## config.mk

```make
export PLATFORM = sky130hd
export DESIGN_NAME = group_pack
export DESIGN_NICKNAME = d
export VERILOG_FILES = /design/src/rtl/group_pack.sv
export SDC_FILE = /design/constraint.sdc
export NUM_CORES = 1
export LEC_CHECK = 0
export CORE_ASPECT_RATIO = 1.2
export CORE_UTILIZATION = 58
export CTS_BUF_LIST = sky130_fd_sc_hd__clkbuf_4 sky130_fd_sc_hd__clkbuf_8
export DETAILED_ROUTE_END_ITERATION = 7
export HOLD_SLACK_MARGIN = 0.15
export PLACE_DENSITY = 0.87
export RECOVER_POWER = 50
export SYNTH_ARGS = -nofsm -noshare
export SYNTH_HDL_FRONTEND = slang
export SYNTH_SLANG_ARGS = --single-unit
export TNS_END_PERCENT = 10
```

## constraint.sdc

```tcl
create_clock -name clk -period 4.63 [get_ports clk]
set_input_delay 0.6945 -clock clk [delete_from_list [all_inputs] [get_ports clk]]
set_output_delay 0.6945 -clock clk [all_outputs]
set_load 0.01 [all_outputs]
```

## src/rtl/group_pack.sv

```systemverilog
// group_pack: serial-to-parallel packer. Collects GROUP_NB signed fixed-point
// samples into one packed word (lane 0 in the LSB slice) behind valid/ready.
// Optional build macro GROUP_PACK_LAST_EN adds up_last/dn_last frame marking,
// where up_last closes a short group with the upper lanes zero-filled.
module group_pack #(
  parameter int unsigned GROUP_NB  = 4,
  parameter int unsigned NUM_WIDTH = 16
) (
  input  logic                          clk,
  input  logic                          rst_n,
  input  logic [NUM_WIDTH-1:0]          up_data,
  input  logic                          up_valid,
  output logic                          up_ready,
  output logic [NUM_WIDTH*GROUP_NB-1:0] dn_data,
  output logic                          dn_valid,
  input  logic                          dn_ready
`ifdef GROUP_PACK_LAST_EN
  ,
  input  logic                          up_last,
  output logic                          dn_last
`endif
);

  localparam int unsigned CW = $clog2(GROUP_NB);
  localparam int unsigned DW = NUM_WIDTH * GROUP_NB;

  logic [CW-1:0] r_cnt;
  logic [DW-1:0] r_asm;
  logic [DW-1:0] r_dn_data;
  logic          r_dn_valid;

  logic          w_up_fire;
  logic          w_dn_fire;
  logic          w_close;
  logic [DW-1:0] w_word;

  assign up_ready  = !r_dn_valid || dn_ready;
  assign w_up_fire = up_valid && up_ready;
  assign w_dn_fire = r_dn_valid && dn_ready;
  assign dn_data   = r_dn_data;
  assign dn_valid  = r_dn_valid;

`ifdef GROUP_PACK_LAST_EN
  logic r_dn_last;
  assign dn_last = r_dn_last;
  assign w_close = (r_cnt == CW'(GROUP_NB - 1)) || up_last;
`else
  assign w_close = (r_cnt == CW'(GROUP_NB - 1));
`endif

  // Assembly lanes below cnt, the incoming sample in lane cnt, zeros above.
  // Serves both as the next assembly value and as the (possibly short) group.
  always_comb begin
    w_word = '0;
    for (int unsigned k = 0; k < GROUP_NB; k++) begin
      if (k < 32'(r_cnt)) begin
        w_word[k*NUM_WIDTH +: NUM_WIDTH] = r_asm[k*NUM_WIDTH +: NUM_WIDTH];
      end else if (k == 32'(r_cnt)) begin
        w_word[k*NUM_WIDTH +: NUM_WIDTH] = up_data;
      end
    end
  end

  // Lane counter and assembly register; a closing sample restarts assembly.
  always_ff @(posedge clk) begin
    if (!rst_n) begin
      r_cnt <= '0;
      r_asm <= '0;
    end else if (w_up_fire) begin
      if (w_close) begin
        r_cnt <= '0;
        r_asm <= '0;
      end else begin
        r_cnt <= r_cnt + CW'(1);
        r_asm <= w_word;
      end
    end
  end

  // Output register: a completing group wins over a same-edge downstream drain.
  always_ff @(posedge clk) begin
    if (!rst_n) begin
      r_dn_data  <= '0;
      r_dn_valid <= 1'b0;
    end else if (w_up_fire && w_close) begin
      r_dn_data  <= w_word;
      r_dn_valid <= 1'b1;
    end else if (w_dn_fire) begin
      r_dn_valid <= 1'b0;
    end
  end

`ifdef GROUP_PACK_LAST_EN
  // Frame marker travels with the group and drops with dn_valid.
  always_ff @(posedge clk) begin
    if (!rst_n) begin
      r_dn_last <= 1'b0;
    end else if (w_up_fire && w_close) begin
      r_dn_last <= up_last;
    end else if (w_dn_fire) begin
      r_dn_last <= 1'b0;
    end
  end
`endif

endmodule
```

; Word level (Yosys, flattened, before mapping)
; Cells that the tools add are included.
[op_classes]
n_addsub = 1
magnitude_cmp = 3
eq_ne = 4
muxes = 11
reduce_logical = 7
[ops]
columns = operator, count
row1 = 16-bit two-way mux, 7
row2 = 48-bit two-way mux, 1
row3 = "2-bit equality test, first input constant", 2
row4 = "1-bit by 2-bit less-than comparator with 1-bit output, first input constant", 2
row5 = 1-bit logical AND, 3
row6 = "2-bit by 1-bit adder with 2-bit output, second input constant", 1
row7 = "1-bit by 2-bit equality test with 1-bit output, first input constant", 1
row8 = "2-bit equality test, second input constant", 1
row9 = 2-bit zero test, 1
row10 = "2-bit less-than comparator, first input constant", 1
row11 = 1-bit two-way mux, 2
row12 = 2-bit two-way mux, 1
row13 = 2-bit nonzero test, 1
row14 = 1-bit zero test, 1
row15 = 1-bit logical OR, 1
[word_totals]
ff_bits = 115
output_inout_bits = 66
elab_cells = 30

; Longest topological paths before layout
[depth]
ltp_word = 5
ltp_mapped = 8
mapped_depth_nobuf = 5

; Worst setup path after synthesis
; No wires, ideal clock.
[synth_path]
kind = register to register
start = register r_cnt[1]
end = register r_asm[10]
setup_ps = 117
arrival_time_ps = 1999
t_required_ps = 4513
path_slack_ps = 2514
path_stages_with_launch = 9
synth_period_minus_slack_ps = 2116
path_cell_list = dfxtp_1 -> clkinv_1 -> clkbuf_1 -> ha_1 -> buf_2 -> nor2_1 -> o31a_2 -> clkbuf_1 -> a22o_1
[synth_between]
elab_chain_len = 4
elab_cells_between_ends = 6
classes_between = 1 x order compare / 1 x eq/ne / 3 x mux / 1 x reduce/logical
[synth_rtl]
columns = element, line_no
row1 = "start, declared", 27  ; logic [CW-1:0] r_cnt;
row2 = "start signal, assigned", 74  ; r_cnt <= r_cnt + CW'(1);
row3 = 2-bit zero test, 58  ; end else if (k == 32'(r_cnt)) begin
row4 = 16-bit two-way mux, 58
row5 = 16-bit two-way mux, 56  ; if (k < 32'(r_cnt)) begin
row6 = 48-bit two-way mux (*), 70  ; if (w_close) begin
row7 = "end signal, assigned", 75  ; r_asm <= w_word;
row8 = "end, declared", 28  ; logic [DW-1:0] r_asm;
; Mark *: on every way between the ends. The rest lies on a longest branch, timed or not.
; A chain may end at the register's enable or synchronous reset.

; Final worst setup path
[layout_path]
start = input port dn_ready
end = output port up_ready
[layout_between]
elab_chain_len = 1
[layout_rtl]
columns = element, line_no
row1 = "start, declared", 16  ; input logic dn_ready
row2 = 1-bit logical OR, 37  ; assign up_ready = !r_dn_valid || dn_ready;
row3 = "end, declared", 13  ; output logic up_ready,
; Every way passes these cells.

==> impl_metrics.yaml <==
sta:
  slew_headroom_pct: -0.8460
  postLayoutSetupSlackWorst_ns: 0.9617
  tightest_slew_ns: 1.510
  maxSlewViolCount: 25
  timing.fmax_mhz: 272.6
  hold_violations: 0
  fin_tns_setup_ns: 0
  setup_violations: 0
  fin_worst_skew_ns: 0.008186
  min_period_over_period_pct: 79.23
  rsz0062_at_grt: "false"
  period_needed_ns: 3.668
cells_and_area:
  synthToLayoutAreaGrowth_pct: 24.28
  antenna_cells: 0
  fin_nets: 547
  mostFrequentLayoutCells: "115 x dfxtp_1, 84 x a21oi_1, 66 x dlygate4sd3_1"
  design_area_um2: 5777
  layout-drive-gt1-share_pct: 9.159
  final_common_cell: "dfxtp_1"
min_path:
  hold_path_class: "flip-flop to flip-flop"
  holdPathStages: 1
worst_setup_path:
  critical_path_arrival_ns: 2.97
  r2r_cells: 6
  startpoint_type: "input port"
  crit_fanout: 24
  cp.depth: 4
  endpoint_kind: "output pin"
  critPathMaxStageDelay_ns: 1.14
  cp_cell_sequence: "dlygate4sd3_1, nor2b_1, inv_2, clkdlybuf4s50_1"
  path_buf_inv: 3
  critPathTopFamily: "buffers and inverters"
  criticalPathCategory: "input port to output pin"
  critical-path-slowest-cell: "nor2b_1"
  required_ns: 3.94
drt:
  initialDrtViolationCount: 257
  ant_nets: 0
  num_vias: 4046
  drt_wl_total_mm: 12.58
  firstDrtPassIters: 5
  drc: 0
  vias_per_cell: 6.453
  wl_per_cell_um: 20.06
yosys:
  syn_inst: 462
  syn_area_um2: 4648
  ys_ff_latch: 115
  seq_area_frac_synth_pct: 49.53
  synthesis.nets: 487
  yosysWarningCount: 0
  synthDistinctLibCells: 29
  synth.avg_cell_area_um2: 10.06
power_and_ir_drop:
  p_clk_share_pct: 44.5
  p_switching_uw: 514.1
  p_leak_nw: 2.259
  combPwrFrac_pct: 8.0
  ir_drop_mv: 0.2616
  p_int_mw: 1.656
  power_density_nw_per_um2: 375.8
  fin_total_pwr_mw: 2.171
  pwr-share-seq_pct: 47.5
  sw_frac_of_total_pct: 23.69
cts:
  numCtsBuffers: 17
  cts_tree: "built"
  post_cts_buffers: 0
  cts_buffer_depth: 2
  path_clk_slew_ns: 0.06
  post_cts_resized: 0
  cts_sinks: 115
  postCtsHoldBufs: 0
  clk_latency_ns: 0.43
  clock_tree.root_cell: "clkbuf_8"
  h-tree-depth: 4
die:
  ios: 86
  die_w_um: 83.72
  rows: 35
  core_um2: 7707
  die_y_um: 100.1
  start_util_pct: 60.31
  die_area_um2: 8377
grt:
  antenna_found_initial: 0
  grt_first_pass_wirelength_mm: 19.71
  grt_pass1_vias: 3835
  grt_remaining_overflow: 0
  grt_max_degree: 68
  grtUsageTotal_pct: 30.30
place:
  place_area_um2: 5419
  place_ws_ns: 1.603
  io_buffer_count: 85
  place_hpwl_mm: 7.845
  place_congestion: 0.8303
run_status:
  status: "complete, but fails checks"
  violations: "max-capacitance violations, max-slew violations"
flow_run:
  maxCapViolCount: 1
[metal layers]
layer / global-route usage [%] / up-vias / part of all wire (%)
li1: - / 1869 / -
met1: 37.36 / 1961 / 41
met2: 50.28 / 181 / 50
met3: 7.566 / 35 / 5.6
met4: 13.69 / 0 / 3.5
met5: 0 / - / 0
[stage by stage]
| step | utilization, % | hold slack [ns] | instances |
|---|---|---|---|
| 2_1_floorplan | - | 0.4249 | 462 |
| 3_3_place_gp | 70.31 | 0.4366 | 595 |
| 3_5_place_dp | 70.31 | 0.4433 | 595 |
| 4_1_cts | 75.70 | 0.4645 | 627 |
| 5_1_grt | 74.95 | 0.4787 | 627 |
| 6_report | 74.95 | 0.4657 | 627 |
[sequential cells by signal, summed over array words and instances (netlist names)]
name / flops
dn_data: 64
dn_valid: 1
r_asm: 48
r_cnt: 2
[cell usage after synthesis]
| cell | count | area share [%] |
|---|---|---|
| nor2_1 | 2 | 0.16 |
| dfxtp_1 | 115 | 50 |
| ha_1 | 5 | 1.3 |
| buf_1 | 4 | 0.32 |
| a22o_1 | 16 | 3.0 |
| inv_1 | 3 | 0.24 |
| nand3_1 | 17 | 1.8 |
| o21ai_0 | 18 | 1.9 |
| a31oi_1 | 16 | 2.2 |
| o2bb2ai_1 | 21 | 4.0 |
| a21oi_1 | 84 | 9.0 |
| o2bb2ai_2 | 11 | 3.6 |
| nand2_1 | 2 | 0.16 |
| and3b_1 | 16 | 3.0 |
| buf_6 | 4 | 0.97 |
| and2_2 | 1 | 0.16 |
| nor4_4 | 1 | 0.46 |
| and2_1 | 16 | 2.2 |
| inv_2 | 1 | 0.081 |
| nor2b_4 | 1 | 0.30 |
| or4_4 | 1 | 0.24 |
| o31a_2 | 1 | 0.22 |
| a211oi_1 | 48 | 7.8 |
| buf_2 | 16 | 1.7 |
| or4_2 | 1 | 0.19 |
| clkbuf_1 | 23 | 1.9 |
| clkinv_1 | 1 | 0.081 |
| clkbuf_2 | 1 | 0.11 |
| mux2i_1 | 16 | 3.4 |
[layout make-up]
cell class	instances	area (um2)
clock buffer	22	284.0
fill	517	1931
sequential	115	2302
timing repair buffer	89	878.3
multi-input combinational	294	2047
clock inverter	10	131.4
inverter	5	18.77
tap	92	115.1
[worst register-to-register path, cell delays in order (launching register included)]
cell       delay (ns)
dfxtp_1          0.32
nor2b_1          1.15
inv_2            0.07
buf_4            0.39
a21oi_1          0.25
clkbuf_2         0.66
o2bb2ai_1        0.22
[power groups by stage]
| stage | Combinational, mW | Clock (mW) | Sequential (mW) |
|---|---|---|---|
| global route | 0.183 | 1.02 | 1.03 |
| global placement | 0.169 | 0 | 1.05 |
| CTS | 0.177 | 0.971 | 1.03 |
| floorplan | 0.107 | 0 | 1.05 |
| detailed placement | 0.174 | 0 | 1.05 |
| finish | 0.173 | 0.966 | 1.03 |
[worst paths after layout]
| check | from | endpoint | slack (ns) |
|---|---|---|---|
| setup / recovery | dn_ready | up_ready | 0.96 |
| hold / removal | r_asm[43] | r_asm[43] | 0.47 |
| setup reg to reg | dn_valid | r_asm[24] | 1.46 |
| hold reg to reg | r_asm[43] | r_asm[43] | 0.47 |
[logic make-up (layout without fill, tap and decap cells)]
kind of cell	Yosys count	in the layout	share of synthesized area [%]
and+or+nand+nor	58	58	8.668
DFF	115	115	49.53
buffers and inverters	53	126	5.383
AOI/OAI and AO/OA	215	215	31.63
muxes	16	16	3.445
adders and majority gates	5	5	1.346
(Power assumes the default switching activity.)
